==> config.mk <==
export PLATFORM = sky130hd
export DESIGN_NAME = fpu_exp_fifo
export DESIGN_NICKNAME = d
export VERILOG_FILES = /design/src/rtl/fpu_exp_fifo.sv
export SDC_FILE = /design/constraint.sdc
export NUM_CORES = 1
export LEC_CHECK = 0
export ABC_AREA = 1
export CORE_MARGIN = 2
export CORE_UTILIZATION = 35
export DETAILED_ROUTE_END_ITERATION = 10
export PLACE_DENSITY = 0.55
export SLEW_MARGIN = 20
export SYNTH_ARGS = -nofsm -noshare
export SYNTH_HDL_FRONTEND = slang
export SYNTH_SLANG_ARGS = --single-unit
==> constraint.sdc <==
create_clock -name clk_i -period 2.6 [get_ports clk_i]
set_clock_uncertainty 0.05 [all_clocks]
set_input_delay 0.26 -clock clk_i [delete_from_list [all_inputs] [get_ports clk_i]]
set_output_delay 0.26 -clock clk_i [all_outputs]
set_load 0.05 [all_outputs]
==> src/rtl/fpu_exp_fifo.sv <==
// Synchronous FIFO of expected results; a pop in the same cycle frees a slot
// for a push even when full. Flush empties it in one cycle.
module fpu_exp_fifo #(
  parameter int unsigned DEPTH = 8,
  parameter int unsigned WIDTH = 32
) (
  input  logic                     clk_i,
  input  logic                     rst_i,
  input  logic                     flush_i,
  input  logic                     push_i,
  input  logic [WIDTH-1:0]         data_i,
  input  logic                     pop_i,
  output logic [WIDTH-1:0]         data_o,
  output logic                     full_o,
  output logic                     empty_o,
  output logic [$clog2(DEPTH):0]   count_o
);

  localparam int unsigned AW = $clog2(DEPTH);

  logic [WIDTH-1:0] mem_q [DEPTH];
  logic [AW-1:0]    wr_ptr_q, wr_ptr_d;
  logic [AW-1:0]    rd_ptr_q, rd_ptr_d;
  logic [AW:0]      count_q, count_d;
  logic             do_push, do_pop;

  assign empty_o = (count_q == '0);
  assign full_o  = (count_q == (AW+1)'(DEPTH));
  assign count_o = count_q;
  assign data_o  = mem_q[rd_ptr_q];

  assign do_pop  = pop_i && !empty_o && !flush_i;
  assign do_push = push_i && (!full_o || do_pop) && !flush_i;

  always_comb begin
    wr_ptr_d = wr_ptr_q;
    rd_ptr_d = rd_ptr_q;
    count_d  = count_q;
    if (flush_i) begin
      wr_ptr_d = '0;
      rd_ptr_d = '0;
      count_d  = '0;
    end else begin
      if (do_push) wr_ptr_d = wr_ptr_q + AW'(1);
      if (do_pop)  rd_ptr_d = rd_ptr_q + AW'(1);
      case ({do_push, do_pop})
        2'b10:   count_d = count_q + (AW+1)'(1);
        2'b01:   count_d = count_q - (AW+1)'(1);
        default: count_d = count_q;
      endcase
    end
  end

  always_ff @(posedge clk_i or posedge rst_i) begin
    if (rst_i) begin
      wr_ptr_q <= '0;
      rd_ptr_q <= '0;
      count_q  <= '0;
    end else begin
      wr_ptr_q <= wr_ptr_d;
      rd_ptr_q <= rd_ptr_d;
      count_q  <= count_d;
    end
  end

  // Storage needs no reset: occupancy alone decides what is valid.
  always_ff @(posedge clk_i) begin
    if (do_push) mem_q[wr_ptr_q] <= data_i;
  end

endmodule

==> out/qor.txt <==
status = complete, no violations
CTS Buf Count = 28
number of remaining DRC errors = 0
WS Path Type = flip-flop to primary output
Hold Crit Class = primary input to flip-flop
delay-heaviest family, CP = flip-flops
drt first-iter violations = 440
PD cells = 797 nW/um2
CTS tree = done
P_int = 7.64 mW
Rows = 63
crit-path max cell delay = 0.53 ns
Pleak = 4.60 nW
sequential-to-total area share from yosys stat = 75.0%
DR WL/cell = 18.6 um
FMAX = 0.393 GHz
RSZ-0062 raised after global routing = yes
final setup margin = 0.0555 ns
first-pass GRT wire length = 37300 um
Final ANT Viol Nets = 0
DIE WIDTH = 178 um
CP endpoint kind = primary output
mux share of post-synthesis cell area = 0%
Die Area = 31700 um2
post-layout util = 44.7%
placed insts = 1263
CP required = 2.29 ns
GR Util All Layers = 15.3%
warnings from Yosys = 0
Yosys cell types = 24
vias per cell = 5.02
Comb pwr share = 20.7%
Post-Synth XOR/XNOR Area = 0.0827%
Die Ht = 178 um
Post-Syn Area = 10600 um2
sw frac = 27.8%
Compound-Gate Fraction of Synth Area = 8.73%
Area Growth Syn to Fin = 25.4%
Slew Limit Fails = 0
placeable core area = 29700 um2
vias in the first global route = 6561
largest net degree at the start of global routing = 83
worst vdd ir = 0.504 mV
worst path cell trace = buf_4 > buf_6 > nor2_1 > o32ai_1 > nand2_1 > nand2_1 > buf_12
Worst Tran Pin Value = 0.527 ns
max-capacitance violation count = 0
antenna cells = 0
sequential share of power = 45.5%
H-tree Lvls = 1
I/O pins = 75
Placer Congestion = 0.791
crit path time final = 2.54 ns
HPWL after DPL = 13900 um
Max-slew headroom = 64.8%
final hold violations = 0
drt pass-1 iters = 4
largest family of logic cells by synthesized area = simple AND/OR/NAND/NOR gates
most used cell along the critical path = nand2_1
clk buf depth = 3
setup violators final = 0
Post-Place Worst Slack = 0.216 ns
Clock power frac = 33.7%
Seq cells post-synth = 266
initial antenna violation count = 0
vias = 6640
fin cells = 1323
Syn Area/Cell = 12.9 um2
Crit path buffers/inverters = 3
Switching Power = 2.94 mW
Syn Inst Count = 820
fill count = 2617
Adder-Cell Fraction of Synth Area = 0.662%
Synth Area in Simple Gates = 12.4%
period utilisation layout = 97.9%
Worst setup SP type = flip-flop
Sum Neg Setup Slack = 0 ns
PortBufs = 74
Syn Nets = 862
Final #Nets = 956
CP max-delay cell = dfrtp_4
CTS sink count = 266
WP data arrival = 2.23 ns
DRT Wirelength = 24600 um
Reg clk slew, reported paths = 0.06 ns
proportion of layout cells with a drive suffix above 1 = 15.2%
worst skew pair latency = 0.53 ns
Root Driver = clkbuf_16
Starting Density = 35.6%
worst-path fanout max = 20
GRT overflow = 0
-- through the flow --
stage          power [mW]  hold slack (ns)  cell area [um2]
6_report             10.6            0.395            13300
4_1_cts              10.6            0.381            13100
5_1_grt              11.0            0.423            13300
3_3_place_gp         6.88            0.475            12100
2_1_floorplan        6.11           0.0499            10600
3_5_place_dp         6.89            0.482            12100
-- synthesized netlist by cell type --
cell type / n / area (um2)
ha_1: 4 / 50.1
buf_4: 1 / 7.51
nand2_1: 128 / 480
a31oi_1: 1 / 6.26
buf_1: 3 / 11.3
buf_2: 15 / 75.1
inv_2: 7 / 26.3
dfrtp_1: 10 / 250
xnor2_1: 1 / 8.76
inv_1: 11 / 41.3
o21ai_0: 64 / 320
o31ai_1: 1 / 7.51
o21ai_1: 5 / 25.0
clkbuf_1: 22 / 82.6
nor3_1: 1 / 5.00
nand4_1: 2 / 12.5
a21oi_1: 1 / 5.00
nor2_1: 207 / 777
fa_1: 1 / 20.0
buf_6: 8 / 90.1
o32ai_1: 64 / 561
nor2_2: 1 / 6.26
nand3_1: 6 / 30.0
edfxtp_1: 256 / 7690
-- final timing paths --
path | from | to | slack [ns] | cells past startpoint
max in group asynchronous | rst_i | rd_ptr_q[1]$_DFFE_PP0P_ | 1.61 | 3
worst min-delay path | pop_i | rd_ptr_q[0]$_DFFE_PP0P_ | 0.40 | 3
worst min register to register | count_o[0]$_DFFE_PP0P_ | count_o[0]$_DFFE_PP0P_ | 0.49 | 1
worst max register to register | count_o[0]$_DFFE_PP0P_ | mem_q[0][15]$_DFFE_PP_ | 0.38 | 9
min in group asynchronous | rst_i | count_o[1]$_DFFE_PP0P_ | 0.54 | 3
worst max-delay path | rd_ptr_q[0]$_DFFE_PP0P_ | data_o[5] | 0.06 | 7
-- layout make-up --
type	instances	area (um2)	area share [%]
well taps	390	488	3.68
clock inverters	13	66.3	0.500
clock buffers	36	752	5.66
inverters	18	80.1	0.603
multi-input cells	487	2460	18.5
flip-flops and latches	266	7950	59.9
repair buffers	113	1480	11.1
-- cells in the final DEF (no fill, tap or decap), types with 2 or more instances in the layout --
master,synthesis,final
nand2_1,128,126
edfxtp_1,256,256
clkbuf_16,0,31
nand4_1,2,2
buf_6,8,4
o32ai_2,0,11
buf_16,0,5
ha_1,4,4
dfrtp_4,0,2
clkdlybuf4s50_1,0,42
inv_1,11,11
nor2_4,0,8
clkinvlp_4,0,3
nor2_1,207,199
buf_4,1,29
o21ai_0,64,64
nand2_2,0,2
inv_2,7,6
dfrtp_2,0,4
buf_12,0,29
o21ai_1,5,5
o32ai_1,64,53
nand3_1,6,6
clkinv_2,0,5
clkbuf_1,22,7
clkinv_1,0,5
dfrtp_1,10,4
-- worst register-to-register path, delay by kind of cell (launching register included) --
kind	cells	cell delay, ns
buf+inv	1	0.24
simple gates	8	1.20
flops	1	0.42
-- registers in the layout, indices dropped and copies added (netlist names) --
| name | flops |
|---|---|
| mem_q | 256 |
| count_o | 4 |
| rd_ptr_q | 3 |
| wr_ptr_q | 3 |
-- timing repair --
| action | CTS | global route |
|---|---|---|
| resized for setup | 6 | 21 |
| cloned | 2 | 2 |
| pin swaps | 0 | 2 |
| hold buffers | 1 | 0 |
| endpoints found under the hold margin | 10 | 0 |
| setup endpoints to repair | 25 | 29 |
| setup buffers | 6 | 0 |
-- cell families after synthesis --
| logic type | count (synthesis) |
|---|---|
| adder cells (fa/ha/maj) | 5 |
| AO/OA/AOI/OAI | 136 |
| XOR/XNOR | 1 |
| buffers and inverters | 67 |
| flip-flops | 266 |
| AND/OR/NAND/NOR | 345 |
-- per-layer routing --
layer / track usage, % / part of all wire (%) / vias to the layer above
li1: - / - / 3152
met1: 22.0 / 46 / 3267
met2: 24.1 / 46 / 198
met3: 2.85 / 6.6 / 23
met4: 3.35 / 1.2 / 0
met5: 0 / 0 / -
-- power groups by stage --
| stage | logic [mW] | clock network (mW) | registers (mW) |
|---|---|---|---|
| floorplan | 1.20 | 0 | 4.92 |
| global placement | 1.96 | 0 | 4.92 |
| detailed placement | 1.97 | 0 | 4.92 |
| CTS | 2.13 | 3.65 | 4.81 |
| global route | 2.34 | 3.81 | 4.82 |
| finish | 2.20 | 3.57 | 4.82 |
No activity file was read; power rests on OpenSTA's default activity.
